## src/rtl/tuner_sweep_ctrl.sv

```systemverilog
// -----------------------------------------------------------------------------
// tuner_sweep_ctrl
//
// Sweeps the microring heater DAC code from a programmed start code to an end
// code (inclusive) in steps of a programmed stride. It runs one power-detect
// transaction per code point and tracks the code with the highest detected
// power. At the end of the sweep it parks the DAC at that code.
//
// The block sits between the tuner top-level FSM and the power-detect PHY. It
// is the PHY's consumer: it issues read requests and accepts detect results.
//
// Ports
//   i_clk, i_rst        clock, synchronous active-high reset
//   i_sweep_start       start pulse (honoured only in IDLE/DONE, abort low)
//   i_sweep_abort       abort level, sampled every cycle
//   i_code_start/end    sweep range, latched on start (end is inclusive)
//   i_code_stride       step, latched on start (0 behaves as 1)
//   o_dac_code          heater DAC code (registered)
//   o_pwr_read_val      read request to detector     (i_pwr_read_rdy back)
//   i_pwr_detect_val    detect result valid          (o_pwr_detect_rdy back)
//   i_pwr_detect_data   detect result word
//   o_sweep_busy        high in all states except IDLE/DONE
//   o_sweep_done        one-cycle pulse on normal completion
//   o_result_val        peak outputs valid until next accepted start or reset
//   o_peak_pwr/code     best power seen and the code it was seen at
// -----------------------------------------------------------------------------
module tuner_sweep_ctrl #(
  parameter int unsigned ADC_WIDTH = 8,
  parameter int unsigned DAC_WIDTH = 8
) (
  input  logic                 i_clk,
  input  logic                 i_rst,
  input  logic                 i_sweep_start,
  input  logic                 i_sweep_abort,
  input  logic [DAC_WIDTH-1:0] i_code_start,
  input  logic [DAC_WIDTH-1:0] i_code_end,
  input  logic [DAC_WIDTH-1:0] i_code_stride,
  output logic [DAC_WIDTH-1:0] o_dac_code,
  output logic                 o_pwr_read_val,
  input  logic                 i_pwr_read_rdy,
  input  logic                 i_pwr_detect_val,
  output logic                 o_pwr_detect_rdy,
  input  logic [ADC_WIDTH-1:0] i_pwr_detect_data,
  output logic                 o_sweep_busy,
  output logic                 o_sweep_done,
  output logic                 o_result_val,
  output logic [ADC_WIDTH-1:0] o_peak_pwr,
  output logic [DAC_WIDTH-1:0] o_peak_code
);

  localparam logic [2:0] S_IDLE   = 3'd0;
  localparam logic [2:0] S_SET    = 3'd1;
  localparam logic [2:0] S_READ   = 3'd2;
  localparam logic [2:0] S_DETECT = 3'd3;
  localparam logic [2:0] S_UPDATE = 3'd4;
  localparam logic [2:0] S_DONE   = 3'd5;

  logic [2:0]           state_q,      state_d;
  logic [DAC_WIDTH-1:0] end_q,        end_d;
  logic [DAC_WIDTH-1:0] stride_q,     stride_d;
  logic [DAC_WIDTH-1:0] cur_q,        cur_d;
  logic [DAC_WIDTH-1:0] dac_q,        dac_d;
  logic [ADC_WIDTH-1:0] peak_pwr_q,   peak_pwr_d;
  logic [DAC_WIDTH-1:0] peak_code_q,  peak_code_d;
  logic                 result_val_q, result_val_d;
  logic                 done_q,       done_d;
  logic                 first_q,      first_d;
  logic                 abort_pend_q, abort_pend_d;

  logic                 read_fire;
  logic                 det_fire;
  logic                 start_ok;
  logic [DAC_WIDTH:0]   next_code;
  logic                 last_point;

  assign read_fire = (state_q == S_READ)   && i_pwr_read_rdy;
  assign det_fire  = (state_q == S_DETECT) && i_pwr_detect_val;
  assign start_ok  = i_sweep_start && !i_sweep_abort;

  // One extra bit so a stride that steps past the top of the DAC range is
  // seen as overflow rather than wrapping back to a low code.
  assign next_code  = {1'b0, cur_q} + {1'b0, stride_q};
  assign last_point = next_code[DAC_WIDTH] || (next_code > {1'b0, end_q});

  always_comb begin
    state_d      = state_q;
    end_d        = end_q;
    stride_d     = stride_q;
    cur_d        = cur_q;
    dac_d        = dac_q;
    peak_pwr_d   = peak_pwr_q;
    peak_code_d  = peak_code_q;
    result_val_d = result_val_q;
    done_d       = 1'b0;
    first_d      = first_q;
    abort_pend_d = abort_pend_q;

    case (state_q)
      S_IDLE, S_DONE: begin
        if (start_ok) begin
          state_d      = S_SET;
          end_d        = i_code_end;
          stride_d     = (i_code_stride == '0) ? DAC_WIDTH'(1) : i_code_stride;
          cur_d        = i_code_start;
          peak_pwr_d   = '0;
          peak_code_d  = '0;
          result_val_d = 1'b0;
          first_d      = 1'b1;
          abort_pend_d = 1'b0;
        end
      end

      S_SET: begin
        if (i_sweep_abort) begin
          state_d = S_IDLE;
        end else begin
          dac_d   = cur_q;
          state_d = S_READ;
        end
      end

      S_READ: begin
        // Once the read has fired the detector owes us a result, so an abort
        // in the same cycle is deferred until that result is accepted.
        if (read_fire) begin
          state_d      = S_DETECT;
          abort_pend_d = i_sweep_abort;
        end else if (i_sweep_abort) begin
          state_d = S_IDLE;
        end
      end

      S_DETECT: begin
        if (det_fire) begin
          // Strict compare keeps the lowest code on ties.
          if (first_q || (i_pwr_detect_data > peak_pwr_q)) begin
            peak_pwr_d  = i_pwr_detect_data;
            peak_code_d = cur_q;
          end
          first_d = 1'b0;
          if (abort_pend_q || i_sweep_abort) begin
            state_d      = S_IDLE;
            abort_pend_d = 1'b0;
          end else begin
            state_d = S_UPDATE;
          end
        end else if (i_sweep_abort) begin
          abort_pend_d = 1'b1;
        end
      end

      S_UPDATE: begin
        if (i_sweep_abort) begin
          state_d = S_IDLE;
        end else if (last_point) begin
          state_d      = S_DONE;
          result_val_d = 1'b1;
          done_d       = 1'b1;
          dac_d        = peak_code_q;
        end else begin
          cur_d   = next_code[DAC_WIDTH-1:0];
          state_d = S_SET;
        end
      end

      default: begin
        state_d = S_IDLE;
      end
    endcase
  end

  always_ff @(posedge i_clk) begin
    if (i_rst) begin
      state_q      <= S_IDLE;
      end_q        <= '0;
      stride_q     <= '0;
      cur_q        <= '0;
      dac_q        <= '0;
      peak_pwr_q   <= '0;
      peak_code_q  <= '0;
      result_val_q <= 1'b0;
      done_q       <= 1'b0;
      first_q      <= 1'b0;
      abort_pend_q <= 1'b0;
    end else begin
      state_q      <= state_d;
      end_q        <= end_d;
      stride_q     <= stride_d;
      cur_q        <= cur_d;
      dac_q        <= dac_d;
      peak_pwr_q   <= peak_pwr_d;
      peak_code_q  <= peak_code_d;
      result_val_q <= result_val_d;
      done_q       <= done_d;
      first_q      <= first_d;
      abort_pend_q <= abort_pend_d;
    end
  end

  // Handshake and busy outputs decode straight from the state register.
  assign o_pwr_read_val   = (state_q == S_READ);
  assign o_pwr_detect_rdy = (state_q == S_DETECT);
  assign o_sweep_busy     = (state_q != S_IDLE) && (state_q != S_DONE);
  assign o_sweep_done     = done_q;
  assign o_result_val     = result_val_q;
  assign o_dac_code       = dac_q;
  assign o_peak_pwr       = peak_pwr_q;
  assign o_peak_code      = peak_code_q;

endmodule

```

## config.mk

```make
export PLATFORM = sky130hd
export DESIGN_NAME = tuner_sweep_ctrl
export DESIGN_NICKNAME = d
export VERILOG_FILES = /design/src/rtl/tuner_sweep_ctrl.sv
export SDC_FILE = /design/constraint.sdc
export NUM_CORES = 1
export LEC_CHECK = 0
export ABC_AREA = 0
export CORE_ASPECT_RATIO = 1.75
export CORE_MARGIN = 8
export CORE_UTILIZATION = 35
export CTS_CLUSTER_SIZE = 40
export DETAILED_ROUTE_END_ITERATION = 10
export PLACE_DENSITY = 0.67
export SLEW_MARGIN = 20
export SYNTH_ARGS = -nofsm -noshare
export SYNTH_HDL_FRONTEND = slang
export SYNTH_SLANG_ARGS = --single-unit
```

## constraint.sdc

```tcl
create_clock -name i_clk -period 5.2 [get_ports i_clk]
set_input_delay 1.04 -clock i_clk [delete_from_list [all_inputs] [get_ports i_clk]]
set_output_delay 1.04 -clock i_clk [all_outputs]
set_load 0.03 [all_outputs]
```

==> results by group <==
Floorplanning
  • Initial core utilization: 35.8%
  • Core area: 8610 um^2
  • Io pins: 67
  • Die H: 140 um
  • Placement Rows: 45
  • Area of the die: 12200 um^2
  • Die width: 87.0 um

Layout
  • Layout cells sized above 1: 5.73%
  • Inserted Diodes: 0
  • Sequential Area: 1100 um^2
  • Footprint of the multi-input gates: 1790 um^2
  • Fin nets: 481
  • Fin area: 3960 um^2
  • Fillers: 852
  • Area Growth Syn to Fin: 28.2%

GRT
  • Vias in the first global route: 2999
  • Global route overflow: 0
  • Initial antenna violation count: 0
  • Tot GR Track Use: 14.4%
  • First-pass GRT wire length: 14.0 mm
  • Largest net degree at the start of global routing: 20

Detailed routing
  • DRT iter0 DRCs: 197
  • Vias: 2893
  • Residual DRC: 0
  • Vias/cell: 5.40
  • DR WL/cell: 15.6 um
  • DRT antenna net count: 0
  • Drt first pass iters: 4
  • Final wirelength: 8.38 mm

CTS
  • Clock Sinks: 55
  • CTS root buffer: clkbuf_16
  • Clock Latency Late Sink: 0.30 ns
  • Clock slew at reported path FFs: 0.07 ns
  • H-tree depth: 2
  • Post-cts resize count: 0
  • Setup Buffers After CTS: 0
  • CTS tree: built
  • CTS buffer count: 5
  • Clk buf depth: 2
  • Hold buffers post-CTS: 0

STA
  • Slew margin rel.: 49.0%
  • RSZ-0062 raised after global routing: false
  • Fin Clk Skew: 0.0125 ns
  • Final hold vios: 0
  • Setup_tns: 0 ns
  • Fin. max-slew vios: 0
  • Final period util: 73.9%
  • Fmax: 260 MHz
  • Clock period minus worst slack: 3.84 ns
  • Slew @ Worst Pin: 0.760 ns
  • Final setup violating endpoints: 0

Yosys
  • Syn avg cell area: 8.53 um^2
  • Mapped Area: 3090 um^2
  • Number of synthesized flops with an enable pin: 0
  • Yosys reg bits: 55
  • Post-synth ARST share: 0%
  • Warnings, synthesis: 0
  • Most used DFF post-synth: dfxtp_1
  • Netlist cell types: 60
  • Cells after Synth: 362
  • Syn Nets: 425
  • Seq/Total Area, Yosys: 35.7%

Placement
  • Placed instance area: 3800 um^2
  • Post-DP HPWL: 6.42 mm
  • Port Buffers: 66
  • Placer Congestion: 0.881

Worst setup path
  • Critical path class: register to register
  • Data arrival, critical path: 4.04 ns
  • Worst Setup End Kind: register
  • Critical Path Slowest Stage Cell: a21boi_2
  • Critical Path Max Stage Delay: 0.66 ns
  • CP Cell Sequence: ha_1 > fa_1 > a211oi_1 > nor2_1 > or2_1 > a21oi_1 > xnor2_1 > ha_1 > nand2_1 > o21ai_0 > o211ai_1 > a21boi_2 > o221ai_1 > o311a_1
  • CP Data Required Time: 5.39 ns
  • Startpoint class of the critical path: register
  • Most used cell, CP: ha_1
  • Crit path max fanout: 18

Min path
  • Hold Crit Class: register to register

Power
  • Pwr/cell area: 274 nW/um^2
  • Peak supply drop: 0.174 mV
  • Static Leak: 1.57 nW

Job
  • Max-cap violation count: 0

Run status
  • Status: finished, final reports clean
## power by group
part | switching, mW | internal, mW | total [mW] | leakage, nW
Clock | 0.157 | 0.181 | 0.338 | 0.0710
Sequential | 0.0234 | 0.444 | 0.468 | 0.447
Combinational | 0.156 | 0.121 | 0.277 | 1.05
Total | 0.337 | 0.746 | 1.08 | 1.57
## cells in the mapped netlist (2+ instances only)
cell       n  area [um^2]
nand3_1    5         25.0
nor4_1     3         18.8
a21oi_1   33          165
o211ai_1   4         30.0
nand2b_1   3         18.8
or4_1      2         15.0
inv_2      2         7.51
dfxtp_1   55         1100
o21ai_1    2         10.0
o22ai_1    7         43.8
nand2_1   45          169
and2b_1    2         15.0
clkbuf_1   9         33.8
a21o_1     2         15.0
a31o_1     3         26.3
buf_2      5         25.0
nor3_1    11         55.1
xnor2_1    4         35.0
o21ai_0   12         60.1
mux2i_1    4         40.0
inv_1     22         82.6
a22o_1    17          149
nand4_1    4         25.0
a211oi_1   3         22.5
nor2b_1    2         12.5
a31oi_1    2         12.5
or3_1      2         12.5
ha_1      24          300
buf_6      5         56.3
o311a_1    8         80.1
nor2_1    31          116
## placed cells by master (no fill, tap or decap), drive strengths merged, types with 5 or more instances in the layout
cell type	count
inv	24
nor2	32
nand2	45
o22ai	8
o21ai	14
clkdlybuf4s50	66
a22o	17
dfxtp	55
a21oi	33
ha	24
nor3	12
nand3	5
clkbuf	6
o311a	8
## path summary, 6_finish.rpt
| kind | slack [ns] | start | end | depth (start not counted) |
|---|---|---|---|---|
| worst min-delay path | 0.45 | end_q[6]$_SDFFE_PP0P_ | end_q[6]$_SDFFE_PP0P_ | 2 |
| worst max-delay path | 1.36 | cur_q[0]$_SDFFE_PP0P_ | o_dac_code[7]$_SDFFE_PP0P_ | 14 |
| worst min register to register | 0.45 | end_q[6]$_SDFFE_PP0P_ | end_q[6]$_SDFFE_PP0P_ | 2 |
| worst max register to register | 1.36 | cur_q[0]$_SDFFE_PP0P_ | o_dac_code[7]$_SDFFE_PP0P_ | 14 |
## area by class of cell
| class | count | share of cell area, % |
|---|---|---|
| clock buffer | 6 | 3.26 |
| inverter | 24 | 2.28 |
| timing repair buffer | 69 | 17.3 |
| clock inverter | 2 | 0.443 |
| tap | 117 | 3.70 |
| sequential | 55 | 27.8 |
| multi-input combinational | 263 | 45.2 |
## metrics by stage
step	power [mW]	setup slack [ns]	utilization, %	hold WS [ns]	std cells
detailed placement	0.752	1.39	44.2	0.447	528
CTS	1.09	1.38	45.9	0.456	536
global placement	0.743	1.57	44.2	0.444	528
floorplan	0.664	1.85	-	0.436	362
global route	1.14	1.08	45.9	0.472	536
finish	1.08	1.36	45.9	0.453	536
## critical path: cells and delay by family (launching register included)
family          cells  cell delay, ns
fa+ha+maj           3            0.98
simple gates        3            0.43
flops               1            0.35
compound gates      7            1.85
xor+xnor            1            0.11
## sequential cells by signal, summed over array words and instances, names as in the netlist
register      cells
o_dac_code        8
state_q           3
cur_q             8
o_sweep_done      1
end_q             8
o_peak_pwr        8
abort_pend_q      1
stride_q          8
o_result_val      1
first_q           1
o_peak_code       8
## routing by layer
layer	GRT usage [%]	share of wire (%)	vias up
li1	-	-	1424
met1	15.0	40	1356
met2	25.0	50	83
met3	2.87	4.7	30
met4	9.68	5.2	0
met5	0	0	-
## logic make-up (layout without fill, tap and decap cells)
group	after synthesis	count (layout)	synth area share, %
adders and majority gates	25	25	10.4
AOI/OAI and AO/OA	111	111	26.3
muxes	4	4	1.30
and+or+nand+nor	118	118	18.1
xor gates and xnor gates	5	5	1.42
DFF	55	55	35.7
buffers and inverters	44	101	6.77
Power figures use the tool's default switching activity.
